[config.mk]
export PLATFORM = sky130hd
export DESIGN_NAME = mem_access_ctrl
export DESIGN_NICKNAME = d
export VERILOG_FILES = /design/src/rtl/mem_access_ctrl.sv
export SDC_FILE = /design/constraint.sdc
export NUM_CORES = 1
export LEC_CHECK = 0
export ABC_CLOCK_PERIOD_IN_PS = 2150
export CORE_AREA = 2 2 110 112
export CTS_CLUSTER_DIAMETER = 30
export DETAILED_ROUTE_END_ITERATION = 8
export DIE_AREA = 0 0 112 114
export PLACE_DENSITY = 0.79
export REMOVE_ABC_BUFFERS = 1
export SETUP_SLACK_MARGIN = 0.2
export SLEW_MARGIN = 20
export SYNTH_ARGS = -nofsm -noshare
export SYNTH_HDL_FRONTEND = slang
export SYNTH_SLANG_ARGS = --single-unit
[constraint.sdc]
create_clock -name clk -period 2.15 [get_ports clk]
set_clock_uncertainty 0.15 [all_clocks]
set_input_delay 0.43 -clock clk [delete_from_list [all_inputs] [get_ports clk]]
set_output_delay 0.43 -clock clk [all_outputs]
set_load 0.05 [all_outputs]
[src/rtl/mem_access_ctrl.sv]
// mem_access_ctrl: MEM-stage load/store to single-master bus bridge.
// Three-state FSM (IDLE/BUSY/DONE) drives registered bus outputs with
// big-endian byte lanes and returns an aligned, extended load result.
// Optional feature: define MEM_BUS_TIMEOUT_EN to abort a bus cycle that
// has waited 256 BUSY cycles without an acknowledge.
module mem_access_ctrl (
    input  logic        clk,
    input  logic        rst,
    input  logic        mem_req_i,
    input  logic        mem_we_i,
    input  logic [31:0] mem_addr_i,
    input  logic [1:0]  mem_size_i,
    input  logic        mem_sign_i,
    input  logic [31:0] mem_wdata_i,
    input  logic        flush_i,
    output logic        bus_cyc_o,
    output logic        bus_stb_o,
    output logic        bus_we_o,
    output logic [31:0] bus_adr_o,
    output logic [3:0]  bus_sel_o,
    output logic [31:0] bus_dat_o,
    input  logic [31:0] bus_dat_i,
    input  logic        bus_ack_i,
    output logic [31:0] rdata_o,
    output logic        stallreq_o,
    output logic        err_o
);

    localparam logic [1:0] S_IDLE = 2'd0;
    localparam logic [1:0] S_BUSY = 2'd1;
    localparam logic [1:0] S_DONE = 2'd2;

    logic [1:0]  state_q;
    logic        cyc_q, stb_q, we_q;
    logic [31:0] adr_q;
    logic [3:0]  sel_q;
    logic [31:0] dat_q;
    logic [31:0] rdata_q;
    logic        err_q;
    logic        kill_q;
    logic [1:0]  off_q;
    logic [1:0]  size_q;
    logic        sign_q;
`ifdef MEM_BUS_TIMEOUT_EN
    logic [7:0]  tmo_q;
`endif

    logic        misaligned;
    logic [3:0]  sel_d;
    logic [31:0] wdata_d;
    logic [31:0] load_d;
    logic        killed;
    logic [7:0]  ld_byte;
    logic [15:0] ld_half;

    // Decode the incoming request: alignment, byte lanes, replicated store data.
    always_comb begin
        misaligned = 1'b0;
        sel_d      = 4'b1111;
        wdata_d    = mem_wdata_i;
        case (mem_size_i)
            2'b00: begin
                sel_d   = 4'b1000 >> mem_addr_i[1:0];
                wdata_d = {4{mem_wdata_i[7:0]}};
            end
            2'b01: begin
                misaligned = mem_addr_i[0];
                sel_d      = mem_addr_i[1] ? 4'b0011 : 4'b1100;
                wdata_d    = {2{mem_wdata_i[15:0]}};
            end
            default: begin
                misaligned = (mem_addr_i[1:0] != 2'b00);
            end
        endcase
    end

    // Extract and extend the load result from the latched offset/size/sign.
    always_comb begin
        case (off_q)
            2'd0:    ld_byte = bus_dat_i[31:24];
            2'd1:    ld_byte = bus_dat_i[23:16];
            2'd2:    ld_byte = bus_dat_i[15:8];
            default: ld_byte = bus_dat_i[7:0];
        endcase
        ld_half = off_q[1] ? bus_dat_i[15:0] : bus_dat_i[31:16];
        case (size_q)
            2'b00:   load_d = {{24{sign_q & ld_byte[7]}}, ld_byte};
            2'b01:   load_d = {{16{sign_q & ld_half[15]}}, ld_half};
            default: load_d = bus_dat_i;
        endcase
    end

    // A flush in the same cycle as the ack counts as a kill.
    assign killed = kill_q | flush_i;

    // FSM, bus outputs, load result and error pulse.
    always_ff @(posedge clk) begin
        if (rst) begin
            state_q <= S_IDLE;
            cyc_q   <= 1'b0;
            stb_q   <= 1'b0;
            we_q    <= 1'b0;
            adr_q   <= '0;
            sel_q   <= '0;
            dat_q   <= '0;
            rdata_q <= '0;
            err_q   <= 1'b0;
            kill_q  <= 1'b0;
            off_q   <= '0;
            size_q  <= '0;
            sign_q  <= 1'b0;
`ifdef MEM_BUS_TIMEOUT_EN
            tmo_q   <= '0;
`endif
        end else begin
            err_q <= 1'b0;
            case (state_q)
                S_IDLE: begin
                    if (mem_req_i && !flush_i) begin
                        if (misaligned) begin
                            state_q <= S_DONE;
                            err_q   <= 1'b1;
                            rdata_q <= '0;
                        end else begin
                            state_q <= S_BUSY;
                            cyc_q   <= 1'b1;
                            stb_q   <= 1'b1;
                            we_q    <= mem_we_i;
                            adr_q   <= {mem_addr_i[31:2], 2'b00};
                            sel_q   <= sel_d;
                            dat_q   <= wdata_d;
                            off_q   <= mem_addr_i[1:0];
                            size_q  <= mem_size_i;
                            sign_q  <= mem_sign_i;
                            kill_q  <= 1'b0;
`ifdef MEM_BUS_TIMEOUT_EN
                            tmo_q   <= '0;
`endif
                        end
                    end
                end
                S_BUSY: begin
                    if (flush_i) begin
                        kill_q <= 1'b1;
                    end
                    if (bus_ack_i) begin
                        cyc_q <= 1'b0;
                        stb_q <= 1'b0;
                        if (!we_q && !killed) begin
                            rdata_q <= load_d;
                        end
                        state_q <= killed ? S_IDLE : S_DONE;
                    end
`ifdef MEM_BUS_TIMEOUT_EN
                    else if (tmo_q == 8'hFF) begin
                        cyc_q   <= 1'b0;
                        stb_q   <= 1'b0;
                        err_q   <= 1'b1;
                        if (!killed) begin
                            rdata_q <= '0;
                        end
                        state_q <= killed ? S_IDLE : S_DONE;
                    end else begin
                        tmo_q <= tmo_q + 8'd1;
                    end
`endif
                end
                S_DONE: begin
                    state_q <= S_IDLE;
                end
                default: begin
                    state_q <= S_IDLE;
                end
            endcase
        end
    end

    assign bus_cyc_o = cyc_q;
    assign bus_stb_o = stb_q;
    assign bus_we_o  = we_q;
    assign bus_adr_o = adr_q;
    assign bus_sel_o = sel_q;
    assign bus_dat_o = dat_q;
    assign rdata_o   = rdata_q;
    assign err_o     = err_q;

    assign stallreq_o = !rst &&
                        (((state_q == S_IDLE) && mem_req_i && !flush_i) ||
                         ((state_q == S_BUSY) && !kill_q && !flush_i));

endmodule

==> metrics.txt <==
# TYPE chip_impl_metric gauge
chip_impl_info{name="run_status",value="completed"} 1
chip_impl_metric{name="timing.final.crit_period",unit="ns"} 1.90
chip_impl_metric{name="inserted_diodes",unit=""} 0
chip_impl_metric{name="worst-r2r-cell-count",unit=""} 5
chip_impl_metric{name="dp_hpwl",unit="µm"} 10800
chip_impl_metric{name="via_count",unit=""} 4867
chip_impl_metric{name="floorplan.initialDensity",unit="%"} 40.8
chip_impl_metric{name="globalplace.congestion",unit=""} 0.882
chip_impl_metric{name="grt_first_pass_wirelength",unit="µm"} 23700
chip_impl_metric{name="tightest_slew",unit="ns"} 0.530
chip_impl_metric{name="timing.slew.headroom",unit="%"} 64.7
chip_impl_metric{name="area_delta_synth_final",unit="%"} 57.3
chip_impl_info{name="path_common_cell",value="sky130_fd_sc_hd__buf_4"} 1
chip_impl_metric{name="fmaxAchievable",unit="MHz"} 525
chip_impl_metric{name="mappedNetlistArea",unit="µm²"} 4780
chip_impl_metric{name="nNetsFinal",unit=""} 877
chip_impl_metric{name="grt_usage",unit="%"} 22.6
chip_impl_info{name="most-common-layout-cells",value="sky130_fd_sc_hd__nand2_1, sky130_fd_sc_hd__dfxtp_1, sky130_fd_sc_hd__clkdlybuf4s50_1"} 1
chip_impl_metric{name="finalCritPeriodShare",unit="%"} 88.6
chip_impl_info{name="critPathSlowestCell",value="sky130_fd_sc_hd__clkdlybuf4s50_1"} 1
chip_impl_metric{name="max-cap-violations",unit=""} 0
chip_impl_info{name="cts_tree",value="built"} 1
chip_impl_metric{name="floorplan.rows",unit=""} 40
chip_impl_metric{name="min_path_cells",unit=""} 2
chip_impl_metric{name="clk_pin_slew_worst_paths",unit="ns"} 0.07
chip_impl_info{name="sort_of_element_at_the_end_of_the_critical_path",value="register"} 1
chip_impl_metric{name="sequential_area_share_after_synthesis",unit="%"} 45.7
chip_impl_metric{name="total_congestion_overflow",unit=""} 0
chip_impl_metric{name="timing.final.ws_setup",unit="ns"} 0.246
chip_impl_metric{name="i_o_pin_cnt",unit=""} 210
chip_impl_metric{name="route.detailed.vias_per_inst",unit=""} 5.27
chip_impl_metric{name="port-buffer-count",unit=""} 207
chip_impl_metric{name="grt_max_degree",unit=""} 50
chip_impl_info{name="hold_end",value="err_o"} 1
chip_impl_metric{name="fp.dieW",unit="µm"} 112
chip_impl_info{name="critical_path_class",value="in -> reg"} 1
chip_impl_metric{name="number_of_cts_inserted_buffers",unit=""} 9
chip_impl_info{name="rsz0062_at_grt",value="false"} 1
chip_impl_metric{name="share_of_final_layout_standard_cells_stronger_than_drive_strength_1",unit="%"} 13.8
chip_impl_metric{name="finalPower",unit="mW"} 4.92
chip_impl_metric{name="die-height",unit="µm"} 114
chip_impl_metric{name="synth_cells",unit=""} 556
chip_impl_metric{name="floorplan.die_area",unit="µm²"} 12800
chip_impl_metric{name="clockBufferDepth",unit=""} 2
chip_impl_metric{name="h-tree-depth",unit=""} 3
chip_impl_metric{name="wl_per_cell",unit="µm"} 16.1
chip_impl_metric{name="cp.required",unit="ns"} 2.24
chip_impl_metric{name="number_of_antenna_violations_at_the_first_check_in_global_routing",unit=""} 0
chip_impl_metric{name="timing.critical_path.slowest_cell_delay",unit="ns"} 0.48
chip_impl_metric{name="drt-total-wl",unit="µm"} 14900
chip_impl_info{name="hold_path.class",value="in -> reg"} 1
chip_impl_metric{name="intPower",unit="mW"} 3.54
chip_impl_info{name="worst_r2r_endpoint",value="rdata_o[31]"} 1
chip_impl_info{name="cts.root.buffer_cell",value="sky130_fd_sc_hd__clkbuf_16"} 1
chip_impl_metric{name="setup_violations",unit=""} 0
chip_impl_metric{name="fin_area",unit="µm²"} 7510
chip_impl_metric{name="placement.setup.worst_slack",unit="ns"} -0.311
chip_impl_metric{name="sequential_group_share_of_total_power",unit="%"} 43.3
chip_impl_metric{name="ctsHoldBuffers",unit=""} 0
chip_impl_metric{name="power_per_cell_area",unit="nW/µm²"} 655
chip_impl_metric{name="synthDistinctLibCells",unit=""} 44
chip_impl_info{name="timing.hold.worst.start",value="rst"} 1
chip_impl_info{name="most_common_cell_after_layout_fill_and_taps_aside",value="sky130_fd_sc_hd__nand2_1"} 1
chip_impl_metric{name="worst_hold_slack",unit="ns"} 0.245
chip_impl_metric{name="ff2ff_setup_slack",unit="ns"} 0.31
chip_impl_metric{name="cts.sink_count",unit=""} 109
chip_impl_metric{name="drt_iter0_markers",unit=""} 242
chip_impl_metric{name="final_antenna_net_count",unit=""} 0
chip_impl_metric{name="critical_path_peak_fanout",unit=""} 15
chip_impl_metric{name="combPwrFrac",unit="%"} 20.0
chip_impl_metric{name="core-area",unit="µm²"} 11700
chip_impl_metric{name="remaining_drc_errors",unit=""} 0
chip_impl_metric{name="power.switching_fraction",unit="%"} 28.1
chip_impl_metric{name="grt_pass1_vias",unit=""} 4791
chip_impl_metric{name="dr.pass1.iters",unit=""} 5
chip_impl_metric{name="report.final.slew_viol_count",unit=""} 0
chip_impl_metric{name="finalHoldViolCount",unit=""} 0
chip_impl_metric{name="yosys_warnings",unit=""} 0
chip_impl_metric{name="syn_avg_cell_area",unit="µm²"} 8.59
chip_impl_metric{name="synth_seq_cells",unit=""} 109
chip_impl_info{name="regToRegStartpoint",value="off_q[1]"} 1
chip_impl_metric{name="clockPowerShare",unit="%"} 36.7
chip_impl_metric{name="ir_worst_vdd",unit="mV"} 0.355
chip_impl_metric{name="clk_latency",unit="ns"} 0.34
chip_impl_metric{name="cp_data_arrival_time",unit="ns"} 2.00
chip_impl_info{name="worstPathCellList",value="clkdlybuf4s50_1 -> nor4b_4 -> buf_4 -> a221oi_4 -> buf_4 -> clkbuf_16 -> a22o_1"} 1
chip_impl_metric{name="power.net_switching",unit="mW"} 1.38
chip_impl_metric{name="postPlaceCellArea",unit="µm²"} 7200
chip_impl_info{name="worstSetupStartpointType",value="input pin"} 1
chip_impl_metric{name="power.static_leakage",unit="nW"} 3.25
==> stage by stage <==
stage                     instances  util, %  TNS (ns)
after floorplan                 512        -    -59.35
after global placement          902     61.4     -9.27
after detailed placement        902     61.4    -11.79
after CTS                       919     63.5         0
after global routing            924     64.1         0
final                           924     64.1         0
==> area by class of cell <==
type	count	area (µm²)
fillers	1017	4200
clock inverters	7	97.6
inverters	12	45.0
multi-input cells	391	2390
clock buffers	9	225
flip-flops and latches	109	2190
well taps	147	184
repair buffers	249	2380
==> metal layers <==
metal	up-vias	global-route usage, %	wire length, µm
met4	0	8.78	331
met2	198	38.5	7090
li1	2359	-	-
met1	2288	26.3	5980
met5	-	0	0
met3	22	7.97	1450
==> critical path, delay by kind of cell <==
family,cells,cell delay (ns)
simple gates,1,0.25
buf+inv,4,1.03
compound gates,2,0.28
==> power groups by stage <==
stage                     clock (mW)  combinational, mW  sequential [mW]
final                           1.81              0.984             2.13
after global routing            1.92               1.04             2.14
after CTS                       1.84              0.967             2.13
after detailed placement           0              0.995             2.18
after global placement             0              0.982             2.17
after floorplan                    0              0.260             2.40
==> worst max path at each step <==
stage	from	endpoint	slack [ns]	depth (start not counted)
after floorplan	state_q[0]	bus_dat_o[24]	-0.80	4
after global placement	flush_i	rdata_o[18]	-0.26	5
after detailed placement	flush_i	rdata_o[17]	-0.31	5
after CTS	flush_i	stallreq_o	0.02	4
after global routing	off_q[1]	rdata_o[10]	0.21	6
final	bus_ack_i	rdata_o[25]	0.25	7
==> flip-flops by register name (all words and copies together) (netlist names) <==
register / count
bus_adr_o: 30
bus_dat_o: 32
bus_sel_o: 4
bus_stb_o: 1
bus_we_o: 1
err_o: 1
kill_q: 1
off_q: 2
rdata_o: 32
sign_q: 1
size_q: 2
state_q: 2
==> cells by family (layout without fill, tap and decap cells) <==
kind of cell           count (synthesis)  after routing  share of synthesized area [%]
buffers and inverters                 57            277                           5.34
AO/OA/AOI/OAI                        155            155                           22.1
flip-flops                           109            109                           45.7
AND/OR/NAND/NOR                      199            199                           19.2
multiplexers                          35             35                           7.62
other                                  1              2                         0.0785
==> synthesized netlist by cell type (all sizes together) <==
| library cell | number | area (µm²) |
|---|---|---|
| a211oi | 9 | 80.1 |
| o211ai | 9 | 67.6 |
| nor3 | 1 | 5.00 |
| a32oi | 1 | 8.76 |
| mux2i | 24 | 240 |
| conb | 1 | 3.75 |
| clkinv | 1 | 3.75 |
| a221oi | 10 | 100 |
| a21o | 7 | 52.6 |
| and2 | 1 | 6.26 |
| and3b | 1 | 8.76 |
| o21ai | 19 | 95.1 |
| nor4 | 1 | 6.26 |
| nand2 | 123 | 464 |
| clkbuf | 21 | 78.8 |
| mux2 | 11 | 124 |
| nand2b | 21 | 131 |
| a31oi | 1 | 6.26 |
| nand4b | 1 | 8.76 |
| a21oi | 58 | 290 |
| o21bai | 1 | 7.51 |
| nor4b | 3 | 56.3 |
| a32o | 2 | 20.0 |
| a311oi | 11 | 96.3 |
| nor2b | 8 | 50.1 |
| o2bb2ai | 6 | 52.6 |
| a22o | 16 | 140 |
| o31ai | 1 | 7.51 |
| a22oi | 3 | 22.5 |
| o21a | 1 | 7.51 |
| dfxtp | 109 | 2180 |
| inv | 11 | 41.3 |
| or2 | 7 | 43.8 |
| buf | 24 | 131 |
| nor3b | 3 | 27.5 |
| nor2 | 29 | 109 |
==> timing repair <==
action | CTS | global route
gates resized for setup | 94 | 8
setup buffers | 1 | 4
cloned | 0 | 1
pin swaps | 2 | 5
setup endpoints to repair | 110 | 62
endpoints found under the hold margin | 0 | 0
Power figures use the tool's default switching activity.
